**config.mk**
```make
export PLATFORM = sky130hd
export DESIGN_NAME = alu_sequenced_loader
export DESIGN_NICKNAME = d
export VERILOG_FILES = /design/src/rtl/alu_pkg.sv /design/src/rtl/button_conditioner.sv /design/src/rtl/alu_sequenced_loader.sv
export SDC_FILE = /design/constraint.sdc
export NUM_CORES = 1
export LEC_CHECK = 0
export ABC_AREA = 0
export CAP_MARGIN = 25
export CORE_MARGIN = 2
export CORE_UTILIZATION = 30
export DETAILED_ROUTE_END_ITERATION = 7
export HOLD_SLACK_MARGIN = 0.12
export PLACE_DENSITY_LB_ADDON = 0.1
export SYNTH_ARGS = -nofsm -noshare
export SYNTH_HDL_FRONTEND = slang
export SYNTH_HIERARCHICAL = 1
export SYNTH_SLANG_ARGS = --single-unit
```
**constraint.sdc**
```tcl
create_clock -name clock -period 7.07 [get_ports clock]
set_input_delay 1.414 -clock clock [delete_from_list [all_inputs] [get_ports clock]]
set_output_delay 1.414 -clock clock [all_outputs]
set_load 0.05 [all_outputs]
```
**src/rtl/alu_pkg.sv**
```systemverilog
// Shared definitions for the sequenced ALU loader: funct codes, FSM states,
// flag and button bit positions.
package alu_pkg;

  // MIPS funct codes, 6 bits wide; users resize them to their opcode width.
  localparam logic [5:0] F_ADD = 6'b100000;
  localparam logic [5:0] F_SUB = 6'b100010;
  localparam logic [5:0] F_AND = 6'b100100;
  localparam logic [5:0] F_OR  = 6'b100101;
  localparam logic [5:0] F_XOR = 6'b100110;
  localparam logic [5:0] F_NOR = 6'b100111;
  localparam logic [5:0] F_SRL = 6'b000010;
  localparam logic [5:0] F_SRA = 6'b000011;

  // Load sequence; the encoding is also the value shown on the stage output.
  typedef enum logic [1:0] {
    LOAD_A  = 2'd0,
    LOAD_B  = 2'd1,
    LOAD_OP = 2'd2,
    EXEC    = 2'd3
  } state_e;

  localparam int FLAG_C = 2;
  localparam int FLAG_V = 1;
  localparam int FLAG_Z = 0;

  localparam int BTN_A  = 2;
  localparam int BTN_B  = 1;
  localparam int BTN_OP = 0;

endpackage

```
**src/rtl/button_conditioner.sv**
```systemverilog
// Synchroniser, debounce counter and single-shot press pulse for one button.
module button_conditioner #(
  parameter int DEBOUNCE_CYCLES = 4
) (
  input  logic clock,
  input  logic reset,
  input  logic button,
  output logic pulse
);

  localparam int CW = $clog2(DEBOUNCE_CYCLES + 1);
  localparam logic [CW-1:0] CNT_MAX  = CW'(DEBOUNCE_CYCLES);
  localparam logic [CW-1:0] CNT_FIRE = CW'(DEBOUNCE_CYCLES - 1);

  logic          sync0, sync1;
  logic          settle0, settle1;
  logic          lockout;
  logic [CW-1:0] cnt;

  // Synchronise, count stable-high cycles, and fire once when the count saturates.
  // NOTE: every state flop here uses <= so all of them sample pre-edge values;
  // a blocking assignment would let sync1 see this edge's sync0 and skip a stage.
  always_ff @(posedge clock) begin
    if (reset) begin
      sync0   <= 1'b0;
      sync1   <= 1'b0;
      settle0 <= 1'b0;
      settle1 <= 1'b0;
      lockout <= 1'b1;
      cnt     <= '0;
      pulse   <= 1'b0;
    end else begin
      sync0   <= button;
      sync1   <= sync0;
      // settle1 marks when sync1 carries a real post-reset sample, so a button
      // held through reset stays locked out until it is seen low.
      settle0 <= 1'b1;
      settle1 <= settle0;
      if (settle1 && !sync1) lockout <= 1'b0;
      if (!sync1)              cnt <= '0;
      else if (cnt != CNT_MAX) cnt <= cnt + 1'b1;
      pulse <= sync1 && (cnt == CNT_FIRE) && !lockout;
    end
  end

endmodule

```
**src/rtl/alu_sequenced_loader.sv**
```systemverilog
// Order-enforced A/B/Op loader with a one-cycle execution stage driving the LEDs.
module alu_sequenced_loader
  import alu_pkg::*;
#(
  parameter int DATA_WIDTH      = 6,
  parameter int OP_WIDTH        = 6,
  parameter int DEBOUNCE_CYCLES = 4
) (
  input  logic                  clock,
  input  logic                  reset,
  input  logic [DATA_WIDTH-1:0] switches,
  input  logic [2:0]            buttons,
  output logic [DATA_WIDTH-1:0] LEDS,
  output logic [2:0]            flags,
  output logic [1:0]            stage,
  output logic                  done,
  output logic                  err
);

  localparam int SW = $clog2(DATA_WIDTH);

  logic [2:0]            press;
  state_e                state_q, state_d;
  logic [DATA_WIDTH-1:0] a_q, b_q;
  logic [OP_WIDTH-1:0]   op_q;
  logic                  load_a, load_b, load_op, err_set, err_clr, exec;
  logic [2:0]            want;
  logic                  multi;

  logic [DATA_WIDTH-1:0] alu_res;
  logic                  alu_c, alu_v, alu_bad;
  logic [DATA_WIDTH:0]   sum_ext, diff_ext;
  logic [SW-1:0]         shamt;

  for (genvar i = 0; i < 3; i++) begin : g_btn
    button_conditioner #(.DEBOUNCE_CYCLES(DEBOUNCE_CYCLES)) u_cond (
      .clock  (clock),
      .reset  (reset),
      .button (buttons[i]),
      .pulse  (press[i])
    );
  end

  // State register.
  always_ff @(posedge clock) begin
    if (reset) state_q <= LOAD_A;
    else       state_q <= state_d;
  end

  // Next state: accept only the single expected press; anything else flags err.
  // NOTE: every output gets a default first so no path leaves one unassigned,
  // which would otherwise infer a latch.
  always_comb begin
    state_d = state_q;
    load_a  = 1'b0;
    load_b  = 1'b0;
    load_op = 1'b0;
    err_set = 1'b0;
    err_clr = 1'b0;
    want    = 3'b000;
    multi   = (press[0] & press[1]) | (press[0] & press[2]) | (press[1] & press[2]);
    case (state_q)
      LOAD_A:  want = 3'b100;
      LOAD_B:  want = 3'b010;
      LOAD_OP: want = 3'b001;
      default: want = 3'b000;
    endcase
    if (state_q == EXEC) begin
      state_d = LOAD_A;
      if (|press) err_set = 1'b1;
    end else if (|press) begin
      if (multi || press != want) begin
        err_set = 1'b1;
      end else begin
        err_clr = 1'b1;
        case (state_q)
          LOAD_A:  begin load_a  = 1'b1; state_d = LOAD_B;  end
          LOAD_B:  begin load_b  = 1'b1; state_d = LOAD_OP; end
          default: begin load_op = 1'b1; state_d = EXEC;    end
        endcase
      end
    end
  end

  assign exec  = (state_q == EXEC);
  assign stage = state_q;

  // ALU: result plus carry/borrow and signed overflow for the current operands.
  always_comb begin
    alu_res  = '0;
    alu_c    = 1'b0;
    alu_v    = 1'b0;
    alu_bad  = 1'b0;
    sum_ext  = {1'b0, a_q} + {1'b0, b_q};
    diff_ext = {1'b0, a_q} - {1'b0, b_q};
    shamt    = b_q[SW-1:0];
    case (op_q)
      OP_WIDTH'(F_ADD): begin
        alu_res = sum_ext[DATA_WIDTH-1:0];
        alu_c   = sum_ext[DATA_WIDTH];
        alu_v   = (a_q[DATA_WIDTH-1] == b_q[DATA_WIDTH-1]) &&
                  (alu_res[DATA_WIDTH-1] != a_q[DATA_WIDTH-1]);
      end
      OP_WIDTH'(F_SUB): begin
        alu_res = diff_ext[DATA_WIDTH-1:0];
        alu_c   = diff_ext[DATA_WIDTH];
        alu_v   = (a_q[DATA_WIDTH-1] != b_q[DATA_WIDTH-1]) &&
                  (alu_res[DATA_WIDTH-1] != a_q[DATA_WIDTH-1]);
      end
      OP_WIDTH'(F_AND): alu_res = a_q & b_q;
      OP_WIDTH'(F_OR):  alu_res = a_q | b_q;
      OP_WIDTH'(F_XOR): alu_res = a_q ^ b_q;
      OP_WIDTH'(F_NOR): alu_res = ~(a_q | b_q);
      // Shifts past the width naturally give 0 / all sign bits.
      OP_WIDTH'(F_SRL): alu_res = a_q >> shamt;
      OP_WIDTH'(F_SRA): alu_res = $unsigned($signed(a_q) >>> shamt);
      default:          alu_bad = 1'b1;
    endcase
  end

  // Operand registers, result/flag capture, done pulse and sticky error.
  always_ff @(posedge clock) begin
    if (reset) begin
      a_q   <= '0;
      b_q   <= '0;
      op_q  <= '0;
      LEDS  <= '0;
      flags <= '0;
      done  <= 1'b0;
      err   <= 1'b0;
    end else begin
      if (load_a)  a_q  <= switches;
      if (load_b)  b_q  <= switches;
      if (load_op) op_q <= switches[OP_WIDTH-1:0];
      done <= exec;
      if (exec) begin
        LEDS          <= alu_res;
        flags[FLAG_C] <= alu_c;
        flags[FLAG_V] <= alu_v;
        flags[FLAG_Z] <= (alu_res == '0);
      end
      if (err_set || (exec && alu_bad)) err <= 1'b1;
      else if (err_clr)                 err <= 1'b0;
    end
  end

endmodule

```
[Word level (Yosys, flattened, before mapping)]
Index checks and enable logic that the tools add are counted.
Cells by class
  $add $sub $neg: 5
  eq/ne operators: 22
  shifts and indexed selects: 2
  mux-type cells: 28
  bitwise logic cells: 13
  reductions and logical operators: 31
Operator list (number)
  6-bit case mux with 8 select lines: 1
  6-bit == test, second input constant: 6
  1-bit two-way mux: 23
  6-bit by 2-bit == test with 1-bit output, second input constant: 2
  1-bit logical AND: 12
  2-bit OR reduction: 5
  3-bit by 1-bit adder with 3-bit output, second input constant: 3
  3-bit by 2-bit == test with 1-bit output, second input constant: 3
  3-bit inequality test, second input constant: 3
  3-bit case mux with 3 select lines: 1
  8-bit OR reduction: 1
  6-bit by 6-bit adder with 7-bit output: 1
  6-bit by 6-bit subtractor with 7-bit output: 1
  6-bit bitwise AND: 1
  1-bit zero test: 6
  6-bit zero test: 1
  6-bit inverter: 1
  6-bit OR: 1
  6-bit by 3-bit right shift with 6-bit output: 1
  6-bit by 3-bit >>> shifter with 6-bit output: 1
  6-bit XOR: 1
  2-bit == test, second input constant: 2
  1-bit inverter: 4
  1-bit case mux with 2 select lines: 2
  other kinds (12): 18
Word-level totals
  register bits after elaboration: 54
  input bits: 11
  output and inout bits: 13
  logic and storage cells: 126

[Depth between registers and ports, before layout]
Gate-level depths: netlist (run 1).
  depth after elaboration: 9
  depth in mapped cells: 10
  mapped depth without buffers: 10

[By module]
Netlist (run 1), hierarchy kept.
By module, submodules not included
  alu_sequenced_loader: times used 1, cells an instance 280, area each 2351.0 um2, seq. area each 620.6 um2
  button_conditioner: times used 3, cells an instance 31, area each 350.3 um2, seq. area each 180.2 um2

[Worst setup path before layout (run 1)]
OpenSTA, ideal clock, no wires.
  kind: register to register
  start: register b_q[1]
  end: register flags[0]
  setup time: 0.115 ns
  arrival: 2.467 ns
  data required time: 6.955 ns
  slack: 4.488 ns
  stages on the path, launching flop included: 10
  path buffers: 1
  clock period less this slack: 2.582 ns
  path through: dfxtp_1 > clkbuf_1 > inv_1 > ha_1 > o21ba_2 > or4_4 > a31oi_4 > a21oi_1 > o211a_1 > a31o_1
On the way
  longest elaborated chain between the ends: 4
  elaborated cells on any way between the ends: 10
  those cells by class: add/sub (2); shift (2); mux (1); bitwise (4); reduce/logical (1)
RTL lines
  start: declaration: line alu_sequenced_loader.sv:24  | logic [DATA_WIDTH-1:0] a_q, b_q;
  start signal: assignment: line alu_sequenced_loader.sv:133  | if (load_b) b_q <= switches;
  branches (longest 2 deep; another with 6-bit by 6-bit subtractor with 7-bit output)
  6-bit case mux with 8 select lines *: line alu_sequenced_loader.sv:97  | case (op_q)
  6-bit zero test *: line alu_sequenced_loader.sv:140  | flags[FLAG_Z] <= (alu_res == '0);
  end signal: indexed assignment: line alu_sequenced_loader.sv:138  | flags[FLAG_C] <= alu_c;
  end signal: indexed assignment: line alu_sequenced_loader.sv:139  | flags[FLAG_V] <= alu_v;
  end signal: indexed assignment: line alu_sequenced_loader.sv:140
  end: declaration: line alu_sequenced_loader.sv:14  | output logic [2:0] flags,
Every way passes the cells marked *.
A chain may end at the register's enable or synchronous reset.

[Worst setup path after layout (run 1)]
  start: register state_q[1], in the netlist stage[1]
  end: output port stage[1]
RTL lines
  start: declaration: line alu_sequenced_loader.sv:23  | state_e state_q, state_d;
  start signal: assignment: line alu_sequenced_loader.sv:47  | else state_q <= state_d;
  end: declaration: line alu_sequenced_loader.sv:15  | output logic [1:0] stage,
No word-level cell between the ends.

==> key figures, run 1 <==
Timing
  • Slew Viols, Final: 0
  • Worst Clk Skew: 0.007124 ns
  • Final hold vios: 0
  • Worst Tran Pin Value: 0.9793 ns
  • Final worst path period share: 43.55%
  • WHS: 0.4336 ns
  • Final min period: 3.079 ns
  • Setup TNS: 0 ns
  • RSZ-0062 raised after global routing: no
  • Max Fclk: 324.8 MHz
  • Endpoints failing setup: 0
  • Max_slew headroom: 34.17%

Critical path
  • CP peak stage delay: 0.86 ns
  • CP Cell Sequence: clkdlybuf4s50_1
  • Critical Path Start Type: flop
  • CP arrival: 1.66 ns
  • WS Path Type: reg -> out
  • Critical path's slowest cell: clkdlybuf4s50_1
  • WP buf/inv: 1
  • Reg2reg path depth: 8
  • Crit-path max FO: 9
  • Crit. path cell count: 1
  • CP Capture Type: output port
  • Required @ worst endpoint: 5.66 ns
  • Top delay family on crit path: buffers and inverters

Route
  • DRC: 0
  • Routed vias/inst: 4.744
  • DR WL/cell: 14.21 µm
  • DRT antenna net count: 0
  • Drt pass-1 iters: 4
  • Drt total wl: 7.600 mm
  • Via count: 2,538
  • 1st-iter DRT viols: 128

Synth
  • Seq/Total Area, Yosys: 34.13%
  • Yosys warnings: 6
  • Mapped Area: 3402 µm²
  • Async set-reset flop share out of synthesis: 0%
  • EDFF count, synth: 0
  • Synth Flop Type: dfxtp_1
  • Seq cells post-synth: 58
  • Mapped Avg Cell Area: 9.121 µm²
  • Syn Inst Count: 373
  • Number of distinct library cells after synthesis: 61
  • Syn_nets: 414

Placed design
  • Placed cells: 519
  • Detailed placement HPWL: 5.589 mm
  • Port Buffers: 23
  • GP Congestion: 0.7826

Flow run
  • Max Cap Viol: 0

Power and ir drop
  • Switching fraction of total power: 20.86%
  • Net switching power: 164.8 µW
  • Max VDD drop: 0.0001249 V
  • Logic pwr share: 2.6%
  • Register share of total power: 42.4%
  • Leakage power: 1.526 nW
  • Clock share of power: 55.1%
  • Internal power: 625.3 µW
  • PwrDens: 196.3 nW/µm²
  • Total Power: 790.1 µW

Clock tree
  • Clock-pin slew on the worst setup and hold paths: 0.05 ns
  • Post-cts resize count: 0
  • Clock buffer depth: 2
  • Post-CTS setup buffers: 0
  • Total CTS buffers: 9
  • Cts hold-fix bufs: 0
  • TritonCTS clock tree: done
  • Max H-tree Level: 3
  • Clk root buf: clkbuf_16
  • Clk Latency, worst-skew pair: 0.32 ns
  • CTS Sinks: 58

GRT
  • First-pass GRT wire length: 12.95 mm
  • Largest net degree at the start of global routing: 50
  • GRT Residual Overflow: 0
  • Initial antenna violation count: 0
  • Vias in the first global route: 2,480
  • All-layer global routing usage: 13.18%

Floorplan
  • Row cnt: 38
  • Io pins: 24
  • Die area: 12,210 µm²
  • Die Height: 110.5 µm
  • Core Area: 10,940 µm²
  • Die X-Extent: 110.5 µm
  • Initial Util: 31.11%

Layout
  • Final non-filler cell total: 535
  • Share of layout cells above drive strength 1: 11.90%
  • # diodes: 0
  • Layout area overhead: 18.32%
  • Nets: 431
  • Fill cells: 1,160

Hold path
  • Hold Crit Depth: 1
  • Worst hold path type: reg -> reg

Run status
  • Status: finished clean
cells by family (layout without fill, tap and decap cells):
kind of cell / Yosys count / count (layout) / share of synthesized area, %
buffers and inverters: 49 / 71 / 6.068
adder cells (fa/ha/maj): 30 / 30 / 11.47
flip-flops: 58 / 58 / 34.13
AO/OA/AOI/OAI: 77 / 77 / 16.48
XOR/XNOR: 10 / 10 / 2.575
multiplexers: 33 / 33 / 10.15
AND/OR/NAND/NOR: 116 / 116 / 19.12
sequential cells by signal (all words and copies together) (netlist names), 6 cells and up:
| signal | cells |
|---|---|
| g_btn.u_cond/cnt | 9 |
| op_q | 6 |
| LEDS | 6 |
| b_q | 6 |
| a_q | 6 |
metrics by stage:
stage	util [%]	setup slack [ns]	area, µm²
floorplan	-	4.488	3402
global placement	34.02	4.292	3720
detailed placement	34.02	4.272	3720
CTS	36.81	3.978	4025
global route	36.81	3.929	4025
finish	36.81	3.991	4025
synthesized netlist by cell type, types with 2 or more instances:
cell	n	share of area (%)
and2_1	3	0.55
a21oi_1	19	2.8
nor2b_1	5	0.92
nand4_1	2	0.37
nand2b_1	5	0.92
nor3b_1	3	0.66
nand2b_4	3	1.2
nor3b_2	3	1.1
a21boi_0	3	0.66
xnor2_1	8	2.1
a21oi_2	3	0.77
a21o_2	3	0.77
nand3_1	10	1.5
inv_1	31	3.4
ha_1	28	10
a211oi_1	2	0.44
a21o_1	5	1.1
a21bo_1	3	0.88
nor4_1	2	0.37
or3_1	3	0.55
o211ai_1	6	1.3
a311oi_1	2	0.51
nand2_1	19	2.1
buf_2	8	1.2
fa_1	2	1.2
nor2_1	37	4.1
o221ai_1	4	1.0
mux2i_1	30	8.8
nor3_1	7	1.0
clkbuf_1	7	0.77
o21ai_0	9	1.3
mux2_2	2	0.66
dfxtp_1	58	34
o22ai_1	2	0.37
xor2_1	2	0.51
and2b_2	9	2.3
layout make-up:
| type | count | area, µm² | area share [%] |
|---|---|---|---|
| multi-input combinational | 266 | 2034 | 50.54 |
| sequential | 58 | 1161 | 28.85 |
| clock buffer | 10 | 239.0 | 5.937 |
| timing repair buffer | 24 | 232.7 | 5.782 |
| tap | 140 | 175.2 | 4.352 |
| inverter | 31 | 116.4 | 2.891 |
| clock inverter | 6 | 66.31 | 1.647 |
layout by cell type, fill, tap and decap left out, drive strengths merged, types with 4 or more instances in the layout:
cell,instances
a21o,8
a21oi,22
and2b,9
clkbuf,10
clkdlybuf4s50,22
dfxtp,58
ha,28
inv,31
mux2i,30
nand2,19
nand2b,8
nand3,10
nor2,37
nor2b,5
nor3,7
nor3b,6
o211ai,6
o21ai,10
o221ai,4
xnor2,8
path summary, 6_finish.rpt:
check                                        from                               end  slack [ns]
max                         stage[1]$_SDFFE_PP0P_                          stage[1]        3.99
min          g_btn[2].u_cond/lockout$_SDFFE_PP1P_  g_btn[2].u_cond/pulse$_SDFF_PP0_        0.43
max reg2reg                   b_q[1]$_SDFFE_PP0P_             flags[0]$_SDFFE_PP0P_        4.33
min reg2reg  g_btn[2].u_cond/lockout$_SDFFE_PP1P_  g_btn[2].u_cond/pulse$_SDFF_PP0_        0.43
power groups by stage:
stage	clock network [mW]	registers (mW)	logic, mW
2_1_floorplan	0	0.341	0.0114
6_report	0.435	0.335	0.0204
3_3_place_gp	0	0.342	0.0205
5_1_grt	0.466	0.335	0.0226
3_5_place_dp	0	0.342	0.0209
4_1_cts	0.448	0.335	0.0209
metal layers:
layer	track usage, %	part of all wire, %	vias to the layer above
met1	17.76	51	1176
met2	20.29	45	27
met5	0	0	-
met4	4.500	0.92	0
met3	3.622	3.0	6
li1	-	-	1329
(Power assumes the default switching activity.)
==> inputs of run 2 (changes only) <==
==> constraint.sdc (replaced) <==
create_clock -name clock -period 2.85 [get_ports clock]
set_input_delay 0.57 -clock clock [delete_from_list [all_inputs] [get_ports clock]]
set_output_delay 0.57 -clock clock [all_outputs]
set_load 0.05 [all_outputs]
==> run 2 against run 1 <==
Compared with the run above: hold slack better by 0.0036 ns; power is 150% higher; critical endpoint is now flags[0]$_SDFFE_PP0P_; largest cell class unchanged; die area stayed put; clock-buffer cell count stayed put.
==> key figures, run 2 (synthesis results as in run 1) <==
Floorplan
  • Io pins: 24
  • Die area: 12,210 µm²
  • Die Height: 110.5 µm
  • Initial Util: 31.11%
  • Core Area: 10,940 µm²
  • Die X-Extent: 110.5 µm
  • Row cnt: 38

Timing
  • Setup TNS: 0 ns
  • Final min period: 2.421 ns
  • Max_slew headroom: 65.46%
  • Final worst path period share: 84.95%
  • Worst Tran Pin Value: 0.5181 ns
  • RSZ-0062 raised after global routing: no
  • Max Fclk: 413.0 MHz
  • Slew Viols, Final: 0
  • Final hold vios: 0
  • Endpoints failing setup: 0
  • Worst Clk Skew: 0.009552 ns

Power and ir drop
  • Switching fraction of total power: 22.16%
  • Logic pwr share: 2.7%
  • Clock share of power: 55.1%
  • Register share of total power: 42.2%
  • Internal power: 1.530 mW
  • Max VDD drop: 0.0002337 V
  • PwrDens: 482.4 nW/µm²
  • Leakage power: 1.564 nW
  • Net switching power: 435.7 µW

Critical path
  • WS Path Type: reg -> reg
  • Crit-path max FO: 8
  • Critical Path Start Type: flop
  • Required @ worst endpoint: 3.07 ns
  • Reg2reg path depth: 8
  • R2R Setup Slk: 0.43 ns
  • Reg-to-Reg Start: a_q[1]$_SDFFE_PP0P_
  • CP arrival: 2.65 ns
  • CP Capture Type: flop
  • R2R Path End: flags[0]$_SDFFE_PP0P_

Route
  • Drt total wl: 8.118 mm
  • Drt pass-1 iters: 4
  • DRT antenna net count: 0
  • 1st-iter DRT viols: 114
  • Met2 Wirelength: 3.704 mm
  • Routed vias/inst: 4.882
  • Met1 wire length: 3.924 mm
  • DR WL/cell: 14.95 µm
  • Via count: 2,651
  • DR top layer: met4
  • Metal3 WL: 307 µm
  • DRC: 0

GRT
  • Largest net degree at the start of global routing: 27
  • GRT Residual Overflow: 0
  • Vias in the first global route: 2,517
  • Initial antenna violation count: 0
  • All-layer global routing usage: 13.88%
  • First-pass GRT wire length: 13.45 mm

Layout
  • Final instance area: 4075 µm²
  • Commonest non-fill, non-tap cell in the layout: dfxtp_1
  • # diodes: 0
  • Fill cells: 1,114
  • Max reg flops: 9
  • Most frequent cells in the layout: 58 x dfxtp_1, 37 x nor2_1, 31 x inv_1, 30 x mux2i_1, 28 x ha_1
  • Layout area overhead: 19.79%
  • Final core occ: 37.27%
  • Nets: 439
  • Most flops, register: g_btn.u_cond/cnt
  • Share of layout cells above drive strength 1: 13.40%

Clock tree
  • Max H-tree Level: 3
  • Post-CTS setup buffers: 0
  • CTS Sinks: 58
  • Clock buffer depth: 2
  • Cts hold-fix bufs: 0
  • Total CTS buffers: 9
  • Clock-pin slew on the worst setup and hold paths: 0.06 ns
  • TritonCTS clock tree: done
  • Post-cts resize count: 0
  • Clk root buf: clkbuf_16
  • Clk Latency, worst-skew pair: 0.33 ns

Hold path
  • Hold Path End: g_btn[2].u_cond/pulse$_SDFF_PP0_
  • Min-Delay Startpoint: g_btn[2].u_cond/lockout$_SDFFE_PP1P_
  • Worst hold path type: reg -> reg
  • Hold Crit Depth: 1

Placed design
  • Detailed placement HPWL: 5.980 mm
  • GP Congestion: 0.8418
  • Port Buffers: 23
  • Post-DP Area: 3780 µm²

Run status
  • Status: finished clean

Flow run
  • Max Cap Viol: 0
run 2: changes by cell type in the layout (fill, tap and decap cells not counted):
cell	delta
clkinv_4	-1
inv_6	+1
buf_4	+8
clkbuf_8	-1
clkbuf_1	+1
run 2: how the worst max path moves through the flow:
stage	cells past startpoint	to	slack [ns]	startpoint
after floorplan	9	flags[0]$_SDFFE_PP0P_	0.27	b_q[1]$_SDFFE_PP0P_
after global placement	10	flags[0]$_SDFFE_PP0P_	0.48	a_q[0]$_SDFFE_PP0P_
after detailed placement	8	flags[0]$_SDFFE_PP0P_	0.46	a_q[1]$_SDFFE_PP0P_
after CTS	8	flags[0]$_SDFFE_PP0P_	0.45	a_q[1]$_SDFFE_PP0P_
after global routing	10	flags[0]$_SDFFE_PP0P_	0.29	a_q[0]$_SDFFE_PP0P_
final	8	flags[0]$_SDFFE_PP0P_	0.43	a_q[1]$_SDFFE_PP0P_
run 2: worst max-delay path, cell delays in order, from the launching register on:
cell and delay [ns]:
dfxtp_1 0.52, inv_1 0.08, ha_1 0.33, o21ba_2 0.22, or4_4 0.44, a31oi_4 0.18, a21oi_1 0.06, o211a_1 0.26
a31o_1 0.22
run 2: through the flow:
| stage | setup WS, ns | total power, mW | hold slack [ns] | std cells |
|---|---|---|---|---|
| 4_1_cts | 0.4475 | 2.010 | 0.4371 | 543 |
| 2_1_floorplan | 0.2679 | 0.8748 | 0.4127 | 373 |
| 5_1_grt | 0.2858 | 2.045 | 0.4529 | 543 |
| 3_5_place_dp | 0.4612 | 0.9015 | 0.4294 | 527 |
| 6_report | 0.4289 | 1.966 | 0.4372 | 543 |
| 3_3_place_gp | 0.4756 | 0.9001 | 0.4302 | 527 |
run 2: power groups by stage:
stage,clock [mW],sequential [mW],combinational (mW)
2_1_floorplan,0,0.846,0.0283
3_5_place_dp,0,0.848,0.0538
6_report,1.08,0.830,0.0527
4_1_cts,1.13,0.830,0.0540
5_1_grt,1.16,0.831,0.0585
3_3_place_gp,0,0.847,0.0528
run 2: final cells by class:
| type | instances | area [µm²] | share of cell area, % |
|---|---|---|---|
| multi-input combinational | 266 | 2034 | 49.92 |
| sequential | 58 | 1161 | 28.49 |
| timing repair buffer | 32 | 292.8 | 7.185 |
| clock buffer | 10 | 229.0 | 5.619 |
| tap | 140 | 175.2 | 4.298 |
| inverter | 31 | 116.4 | 2.855 |
| clock inverter | 6 | 66.31 | 1.627 |
run 2: layer usage:
layer	track usage, %	up-vias
li1	-	1346
met1	17.77	1255
met2	21.96	35
met3	3.183	15
met4	6.833	0
met5	0	-
==> inputs of run 3 (changes only) <==
==> constraint.sdc (replaced) <==
create_clock -name clock -period 2.4 [get_ports clock]
set_input_delay 0.48 -clock clock [delete_from_list [all_inputs] [get_ports clock]]
set_output_delay 0.48 -clock clock [all_outputs]
set_load 0.05 [all_outputs]
==> run 3 against run 2 <==
Compared with the run above: clock skew is 0.0038 ns lower; die area unchanged; global-route usage hardly changed; critical path type unchanged; largest cell class unchanged.
==> key figures, run 3 (synthesis results as in run 1) <==
Critical path
  • WS Path Type: reg -> reg
  • Critical Path Start Type: flop
  • CP Capture Type: flop
  • Crit-path max FO: 4
  • Required @ worst endpoint: 2.63 ns
  • CP arrival: 2.51 ns

Route
  • DRC: 0
  • DRT antenna net count: 0
  • Via count: 2,655
  • 1st-iter DRT viols: 122
  • Drt total wl: 7.935 mm
  • DR WL/cell: 14.32 µm
  • Routed vias/inst: 4.792
  • Drt pass-1 iters: 4

Power and ir drop
  • Logic pwr share: 2.6%
  • Clock share of power: 56.9%
  • PwrDens: 580.2 nW/µm²
  • Max VDD drop: 0.0003913 V
  • Register share of total power: 40.5%
  • Net switching power: 491.9 µW
  • Internal power: 1.942 mW
  • Leakage power: 1.651 nW
  • Switching fraction of total power: 20.21%

Clock tree
  • Total CTS buffers: 9
  • Post-CTS setup buffers: 0
  • Clk Latency, worst-skew pair: 0.33 ns
  • Clock buffer depth: 2
  • Clk root buf: clkbuf_16
  • CTS Sinks: 58
  • Max H-tree Level: 3
  • Clock-pin slew on the worst setup and hold paths: 0.06 ns
  • TritonCTS clock tree: done

Layout
  • Layout area overhead: 23.32%
  • Most frequent cells in the layout: 57 x dfxtp_1, 37 x nor2_1, 31 x inv_1, 30 x mux2i_1, 27 x ha_1
  • # diodes: 0
  • Share of layout cells above drive strength 1: 16.67%
  • Commonest non-fill, non-tap cell in the layout: dfxtp_1
  • Nets: 451
  • Fill cells: 1,154
  • Final instance area: 4195 µm²
  • Final core occ: 38.36%
  • Most flops, register: g_btn.u_cond/cnt
  • Max reg flops: 9

Timing
  • Max Fclk: 437.8 MHz
  • Max_slew headroom: 65.87%
  • Final hold vios: 0
  • Slew Viols, Final: 0
  • Endpoints failing setup: 0
  • Setup TNS: 0 ns
  • WHS: 0.4367 ns
  • Final min period: 2.284 ns
  • Final worst path period share: 95.18%
  • Worst Tran Pin Value: 0.5104 ns
  • Worst Clk Skew: 0.005796 ns

Floorplan
  • Die Height: 110.5 µm
  • Core Area: 10,940 µm²
  • Io pins: 24
  • Die area: 12,210 µm²
  • Initial Util: 31.11%
  • Row cnt: 38
  • Die X-Extent: 110.5 µm

GRT
  • Initial antenna violation count: 0
  • All-layer global routing usage: 13.84%
  • Vias in the first global route: 2,570
  • Largest net degree at the start of global routing: 23
  • First-pass GRT wire length: 13.36 mm
  • GRT Residual Overflow: 0

Placed design
  • Port Buffers: 23
  • GP Congestion: 0.7800
  • Post-DP Area: 3871 µm²
  • Detailed placement HPWL: 5.976 mm

Run status
  • Status: finished clean

Hold path
  • Worst hold path type: reg -> reg

Flow run
  • Max Cap Viol: 0
==> run 3: cell types whose count changed in the layout (fill, tap and decap cells not counted), sizes merged <==
cell      before  now
buf           10   22
clkinvlp       3    0
clkinv         1    3
bufinv         1    2
inv           32   31
==> run 3: final cells by class <==
cell class                      count  area, µm²  area share, %
Clock buffer                       10      239.0          5.696
Clock inverter                      5      78.83          1.879
Inverter                           31      116.4          2.774
Multi-Input combinational cell    266       2041          48.64
Sequential cell                    58       1162          27.71
Tap cell                          140      175.2          4.175
Timing Repair Buffer               44      382.9          9.126
==> run 3: timing repair <==
action | 4_1_cts | 5_1_grt
endpoints found under the setup margin | 0 | 1
gates resized for setup | 0 | 2
hold buffers | 0 | 0
==> run 3: metrics by stage <==
stage          cells  setup slack [ns]  power [mW]
6_report         554            0.1156       2.434
5_1_grt          554         -0.003002       2.527
4_1_cts          554            0.1114       2.477
3_5_place_dp     539            0.1258       1.072
3_3_place_gp     539            0.1549       1.071
2_1_floorplan    373           0.03682       1.039
==> run 3: worst paths after layout <==
kind / from / endpoint / slack, ns / cells after the start
setup / recovery: a_q[0]$_SDFFE_PP0P_ / flags[0]$_SDFFE_PP0P_ / 0.12 / 10
setup reg to reg: a_q[0]$_SDFFE_PP0P_ / flags[0]$_SDFFE_PP0P_ / 0.12 / 10
hold reg to reg: g_btn[0].u_cond/lockout$_SDFFE_PP1P_ / g_btn[0].u_cond/pulse$_SDFF_PP0_ / 0.44 / 1
hold / removal: g_btn[0].u_cond/lockout$_SDFFE_PP1P_ / g_btn[0].u_cond/pulse$_SDFF_PP0_ / 0.44 / 1
==> run 3: power by group through the flow <==
stage / Clock (mW) / Sequential (mW) / Combinational, mW
after global routing: 1.47 / 0.987 / 0.0711
after CTS: 1.43 / 0.986 / 0.0652
after floorplan: 0 / 1.01 / 0.0337
after global placement: 0 / 1.01 / 0.0643
final: 1.38 / 0.986 / 0.0635
after detailed placement: 0 / 1.01 / 0.0653
==> run 3: worst max-delay path, stage by stage (launching register included) <==
cell     delay (ns)
dfxtp_1        0.34
inv_1          0.09
ha_2           0.19
inv_1          0.05
fa_1           0.38
nor3b_1        0.15
or3_1          0.37
mux2i_1        0.18
xnor2_1        0.17
a21oi_2        0.09
a31o_1         0.18
==> run 3: per-layer routing <==
| layer | wire length (µm) | global-route usage [%] | up-vias |
|---|---|---|---|
| li1 | - | - | 1368 |
| met1 | 3861 | 17.78 | 1251 |
| met2 | 3691 | 21.96 | 30 |
| met3 | 300 | 4.501 | 6 |
| met4 | 81 | 4.500 | 0 |
| met5 | 0 | 0 | - |
